===== config.mk =====
export PLATFORM = sky130hd
export DESIGN_NAME = seq_arith_unit
export DESIGN_NICKNAME = d
export VERILOG_FILES = /design/src/rtl/seq_arith_unit.sv
export SDC_FILE = /design/constraint.sdc
export NUM_CORES = 1
export LEC_CHECK = 0
export BUFFER_PORTS_ARGS = -buffer_cell sky130_fd_sc_hd__buf_2
export CELL_PAD_IN_SITES_DETAIL_PLACEMENT = 2
export CELL_PAD_IN_SITES_GLOBAL_PLACEMENT = 2
export CORE_MARGIN = 3
export CORE_UTILIZATION = 40
export DETAILED_ROUTE_END_ITERATION = 6
export GPL_TIMING_DRIVEN = 0
export MAX_ROUTING_LAYER = met4
export PLACE_DENSITY = 0.88
export SLEW_MARGIN = 20
export SYNTH_ARGS = -nofsm -noshare
export SYNTH_HDL_FRONTEND = slang
export SYNTH_SLANG_ARGS = --single-unit

===== constraint.sdc =====
create_clock -name clk -period 7.15 [get_ports clk]
set_clock_uncertainty 0.15 [all_clocks]
set_input_delay 1.43 -clock clk [delete_from_list [all_inputs] [get_ports clk]]
set_output_delay 1.43 -clock clk [all_outputs]
set_load 0.02 [all_outputs]

===== src/rtl/seq_arith_unit.sv =====
// Registered add/subtract unit with valid/ready handshake, status flags and an optional
// multi-cycle shift-add unsigned multiplier.
module seq_arith_unit #(
  parameter int unsigned WIDTH  = 8,
  parameter bit          MUL_EN = 1'b1
) (
  input  logic               clk,
  input  logic               rst,
  input  logic               in_valid,
  output logic               in_ready,
  input  logic [WIDTH-1:0]   a,
  input  logic [WIDTH-1:0]   b,
  input  logic               cin,
  input  logic [2:0]         op,
  output logic               out_valid,
  input  logic               out_ready,
  output logic [2*WIDTH-1:0] result,
  output logic               cout,
  output logic               overflow,
  output logic               zero,
  output logic               negative,
  output logic               err,
  output logic               busy
);

  localparam int unsigned CW = $clog2(WIDTH);
  localparam logic [CW-1:0] LastCnt = CW'(WIDTH - 1);

  typedef enum logic [0:0] {StIdle, StMul} state_e;

  state_e             state_q, state_d;
  logic [CW-1:0]      count_q, count_d;
  logic [WIDTH-1:0]   a_q, a_d, b_q, b_d;
  logic [2*WIDTH-1:0] acc_q, acc_d;
  logic [2*WIDTH-1:0] result_q, result_d;
  logic               out_valid_q, out_valid_d;
  logic               cout_q, cout_d;
  logic               ovf_q, ovf_d;
  logic               zero_q, zero_d;
  logic               neg_q, neg_d;
  logic               err_q, err_d;

  logic               accept, is_mul, is_add;
  logic [WIDTH-1:0]   addb;
  logic [WIDTH:0]     sum;
  logic [2*WIDTH-1:0] partial, prod;

  assign in_ready = !rst && (state_q == StIdle) && (!out_valid_q || out_ready);
  assign accept   = in_valid && in_ready;
  assign is_mul   = MUL_EN && (op == 3'd4);
  assign is_add   = !op[2];

  always_comb begin
    case (op[1:0])
      2'd0:    addb = '0;
      2'd1:    addb = b;
      2'd2:    addb = ~b;
      default: addb = '1;
    endcase
    sum     = {1'b0, a} + {1'b0, addb} + (WIDTH + 1)'(cin);
    partial = b_q[count_q] ? ({{WIDTH{1'b0}}, a_q} << count_q) : '0;
    prod    = acc_q + partial;
  end

  always_comb begin
    state_d     = state_q;
    count_d     = count_q;
    a_d         = a_q;
    b_d         = b_q;
    acc_d       = acc_q;
    result_d    = result_q;
    out_valid_d = out_valid_q;
    cout_d      = cout_q;
    ovf_d       = ovf_q;
    zero_d      = zero_q;
    neg_d       = neg_q;
    err_d       = err_q;

    if (out_valid_q && out_ready) out_valid_d = 1'b0;

    case (state_q)
      StIdle: begin
        if (accept) begin
          if (is_mul) begin
            a_d     = a;
            b_d     = b;
            acc_d   = '0;
            count_d = '0;
            state_d = StMul;
          end else if (is_add) begin
            out_valid_d = 1'b1;
            result_d    = {{WIDTH{1'b0}}, sum[WIDTH-1:0]};
            cout_d      = sum[WIDTH];
            ovf_d       = (a[WIDTH-1] == addb[WIDTH-1]) && (sum[WIDTH-1] != a[WIDTH-1]);
            zero_d      = (sum[WIDTH-1:0] == '0);
            neg_d       = sum[WIDTH-1];
            err_d       = 1'b0;
          end else begin
            out_valid_d = 1'b1;
            result_d    = '0;
            cout_d      = 1'b0;
            ovf_d       = 1'b0;
            zero_d      = 1'b1;
            neg_d       = 1'b0;
            err_d       = 1'b1;
          end
        end
      end
      StMul: begin
        acc_d   = prod;
        count_d = count_q + 1'b1;
        // Last partial product is folded straight into the result register.
        if (count_q == LastCnt) begin
          state_d     = StIdle;
          out_valid_d = 1'b1;
          result_d    = prod;
          cout_d      = 1'b0;
          ovf_d       = |prod[2*WIDTH-1:WIDTH];
          zero_d      = (prod == '0);
          neg_d       = prod[2*WIDTH-1];
          err_d       = 1'b0;
        end
      end
      default: state_d = StIdle;
    endcase
  end

  always_ff @(posedge clk or posedge rst) begin
    if (rst) begin
      state_q     <= StIdle;
      count_q     <= '0;
      a_q         <= '0;
      b_q         <= '0;
      acc_q       <= '0;
      result_q    <= '0;
      out_valid_q <= 1'b0;
      cout_q      <= 1'b0;
      ovf_q       <= 1'b0;
      zero_q      <= 1'b0;
      neg_q       <= 1'b0;
      err_q       <= 1'b0;
    end else begin
      state_q     <= state_d;
      count_q     <= count_d;
      a_q         <= a_d;
      b_q         <= b_d;
      acc_q       <= acc_d;
      result_q    <= result_d;
      out_valid_q <= out_valid_d;
      cout_q      <= cout_d;
      ovf_q       <= ovf_d;
      zero_q      <= zero_d;
      neg_q       <= neg_d;
      err_q       <= err_d;
    end
  end

  assign out_valid = out_valid_q;
  assign result    = result_q;
  assign cout      = cout_q;
  assign overflow  = ovf_q;
  assign zero      = zero_q;
  assign negative  = neg_q;
  assign err       = err_q;
  assign busy      = (state_q == StMul);

endmodule


==> impl_metrics.yaml <==
outcome:
  outcome: "completed"
die:
  rows: 35
  die_w_um: 106.3
  core_mm2: 0.009503
  ios: 48
  die_h_um: 106.3
  start_util: 0.4236
  die_area_mm2: 0.01130
setup_path:
  path_class: "reg -> reg"
  crit_path_end_kind: "register"
  cp_slowest_cell: "mux4_2"
  crit_path_max_fanout: 7
  startpoint_type: "register"
  cp_data_required_time_ns: 7.25
  max_stage_delay_ns: 0.58
  path_cells: "clkbuf_1, mux4_2, nand2_1, and2_1, clkbuf_1, nor2_1, ha_1, a21oi_2, o211ai_2, a21oi_2, mux2_1, o311ai_2, nand4b_1, a221o_1"
  worstPathArrival_ns: 4.86
timing:
  slew_viol_final: 0
  slew_headroom: 0.4987
  period_share: 0.6660
  fin_crit_ns: 4.762
  rsz0062_at_grt: "false"
  final.setup.worst_slack_ns: 2.388
  hold_viol_final: 0
  tightest_slew_ns: 0.7519
  max_freq_mhz: 210.0
  fin_tns_setup_ns: 0
  finalSetupViolCount: 0
worst_hold_path:
  holdCritPathClass: "reg -> reg"
drt:
  dr.pass1.iters: 6
  wirelength_mm: 17.04
  antenna_left: 0
  wire_per_inst_um: 27.17
  vias_per_cell: 6.089
  first_iter_violations: 227
  drc: 0
  vias: 3818
clock_tree:
  cts_max_level: 3
  clk_pin_slew_ns: 0.09
  cts-resized-gates: 0
  cts_setup_buffers: 0
  ctsHoldBuffers: 0
  cts-root-buf: "clkbuf_8"
  cts_tree: "yes"
  clock_latency_ns: 0.37
  cts_made_buffers: 9
  cts_buffer_depth: 2
  clkSinkCount: 58
placement:
  placed_cell_area_mm2: 0.004414
  dp_worst_setup_slack_ns: 2.577
  dp_hpwl_mm: 11.57
  gp_routability_congestion: 0.9495
  port-buffer-count: 45
run:
  cap_violations: 0
cells_and_area:
  seq_area_mm2: 0.001451
  fin_util: 0.4860
  syn2layout_area_growth_pct: 14.73
  multi_input_area_mm2: 0.002400
  fin_area_mm2: 0.004618
  final_layout_size_suffix_gt1_frac: 0.2193
  layout.nets: 543
  nFillCells: 1024
logic_synthesis:
  ys_async_sr_fraction: 1.000
  synthTopCellsByCount: "nand2_1, dfrtp_1, nor2_1"
  yosys.area.top_type_share: 0.3606
  ys.flop_type: "dfrtp_1"
  synth_edf_count: 0
  ys_seq_area_frac: 0.3606
  postSynthAreaPerCell_um2: 9.232
  synthCells: 436
  netlist_area_mm2: 0.004025
  synth_seq_cells: 58
  synth_top_area_cell: "dfrtp_1"
  syn_nets: 487
  yosysWarnings: 0
  post-synth-top-count-cell: "nand2_1"
  synthTopCellsByArea: "dfrtp_1, ha_1, mux2_2, nand2_1, o21ai_0"
  synth_cell_types: 58
global_routing:
  grt_use_total: 0.3278
  grt_max_degree: 59
  grt_overflow: 0
  grt_pass1_vias: 4424
  grt_pass1_wl_mm: 26.99
  antenna_found_initial: 1
pwr:
  power_density_mw_per_mm2: 453.2
  power.leakage_uw: 0.002163
  peakVddDrop_mv: 0.2221
[power by group]
| part | total [uW] | leakage [uW] | internal (uW) | switching [uW] |
|---|---|---|---|---|
| Clock | 333 | 0.0000885 | 163 | 170 |
| Combinational | 1180 | 0.00132 | 400 | 784 |
| Sequential | 576 | 0.000758 | 455 | 122 |
[metal layers]
| metal | part of all wire | wire length (um) | track usage |
|---|---|---|---|
| met1 | 0.42 | 7088 | 0.3933 |
| met2 | 0.49 | 8362 | 0.5290 |
| met3 | 0.053 | 905 | 0.07407 |
| met4 | 0.040 | 679 | 0.1462 |
| met5 | 0 | 0 | - |
[placed cells by master, fill, tap and decap left out, types with 5 or more instances in the layout]
cell type  count
nand2_1       60
dfrtp_1       58
buf_2         49
nor2_1        35
o21ai_0       32
a21oi_1       26
mux2_2        26
ha_1          24
clkbuf_1      18
xnor2_1       16
inv_1         12
mux2i_1       11
nand3_1       10
clkbuf_8       9
a22o_1         7
nor2b_1        6
xor2_1         6
a21o_1         5
[stage by stage]
step	total power (uW)	hold WS [ns]	cells
2_1_floorplan	1275	0.3024	436
3_3_place_gp	1558	0.3109	610
3_5_place_dp	1664	0.3240	610
4_1_cts	2071	0.3653	626
5_1_grt	2212	0.3947	627
6_report	2093	0.3666	627
[path summary, 6_finish.rpt]
check / from / to / slack [ns] / depth (start not counted)
worst max-delay path: count_q[0]$_DFFE_PP0P_ / overflow$_DFFE_PP0P_ / 2.39 / 14
worst min-delay path: acc_q[8]$_DFFE_PP0P_ / acc_q[8]$_DFFE_PP0P_ / 0.37 / 2
worst max register to register: count_q[0]$_DFFE_PP0P_ / overflow$_DFFE_PP0P_ / 2.39 / 14
worst min register to register: acc_q[8]$_DFFE_PP0P_ / acc_q[8]$_DFFE_PP0P_ / 0.37 / 2
max in group asynchronous: rst / b_q[2]$_DFFE_PP0P_ / 5.28 / 2
min in group asynchronous: rst / result[13]$_DFFE_PP0P_ / 1.07 / 2
[cells by family (layout without fill, tap and decap cells)]
logic type,count (synthesis),in the layout,synth area share
other,0,1,0
AO/OA/AOI/OAI,111,111,0.1868
adder cells (fa/ha/maj),27,27,0.08953
buffers and inverters,39,100,0.04321
multiplexers,40,40,0.1141
XOR/XNOR,22,22,0.04787
AND/OR/NAND/NOR,139,139,0.1579
flip-flops,58,58,0.3606
[registers in the layout, summed over array words and instances (netlist names)]
register / cells
acc_q: 16
result: 16
a_q: 8
b_q: 8
count_q: 3
busy: 1
cout: 1
err: 1
negative: 1
out_valid: 1
overflow: 1
zero: 1
[layout make-up]
type	count	area share
plain buffers	26	0.02709
multi-input cells	339	0.5196
flip-flops and latches	58	0.3143
diodes	1	0.0005419
clock buffers	9	0.02682
well taps	129	0.03495
inverters	13	0.01111
repair buffers	45	0.04877
clock inverters	7	0.01680
[critical path, delay by kind of cell (launching register included)]
family | cells | cell delay [ns]
flip-flops | 1 | 0.42
AO/OA/AOI/OAI | 5 | 1.43
AND/OR/NAND/NOR | 4 | 0.71
multiplexers | 2 | 0.95
adder cells (fa/ha/maj) | 1 | 0.36
buffers and inverters | 2 | 0.60
(Power assumes the default switching activity.)
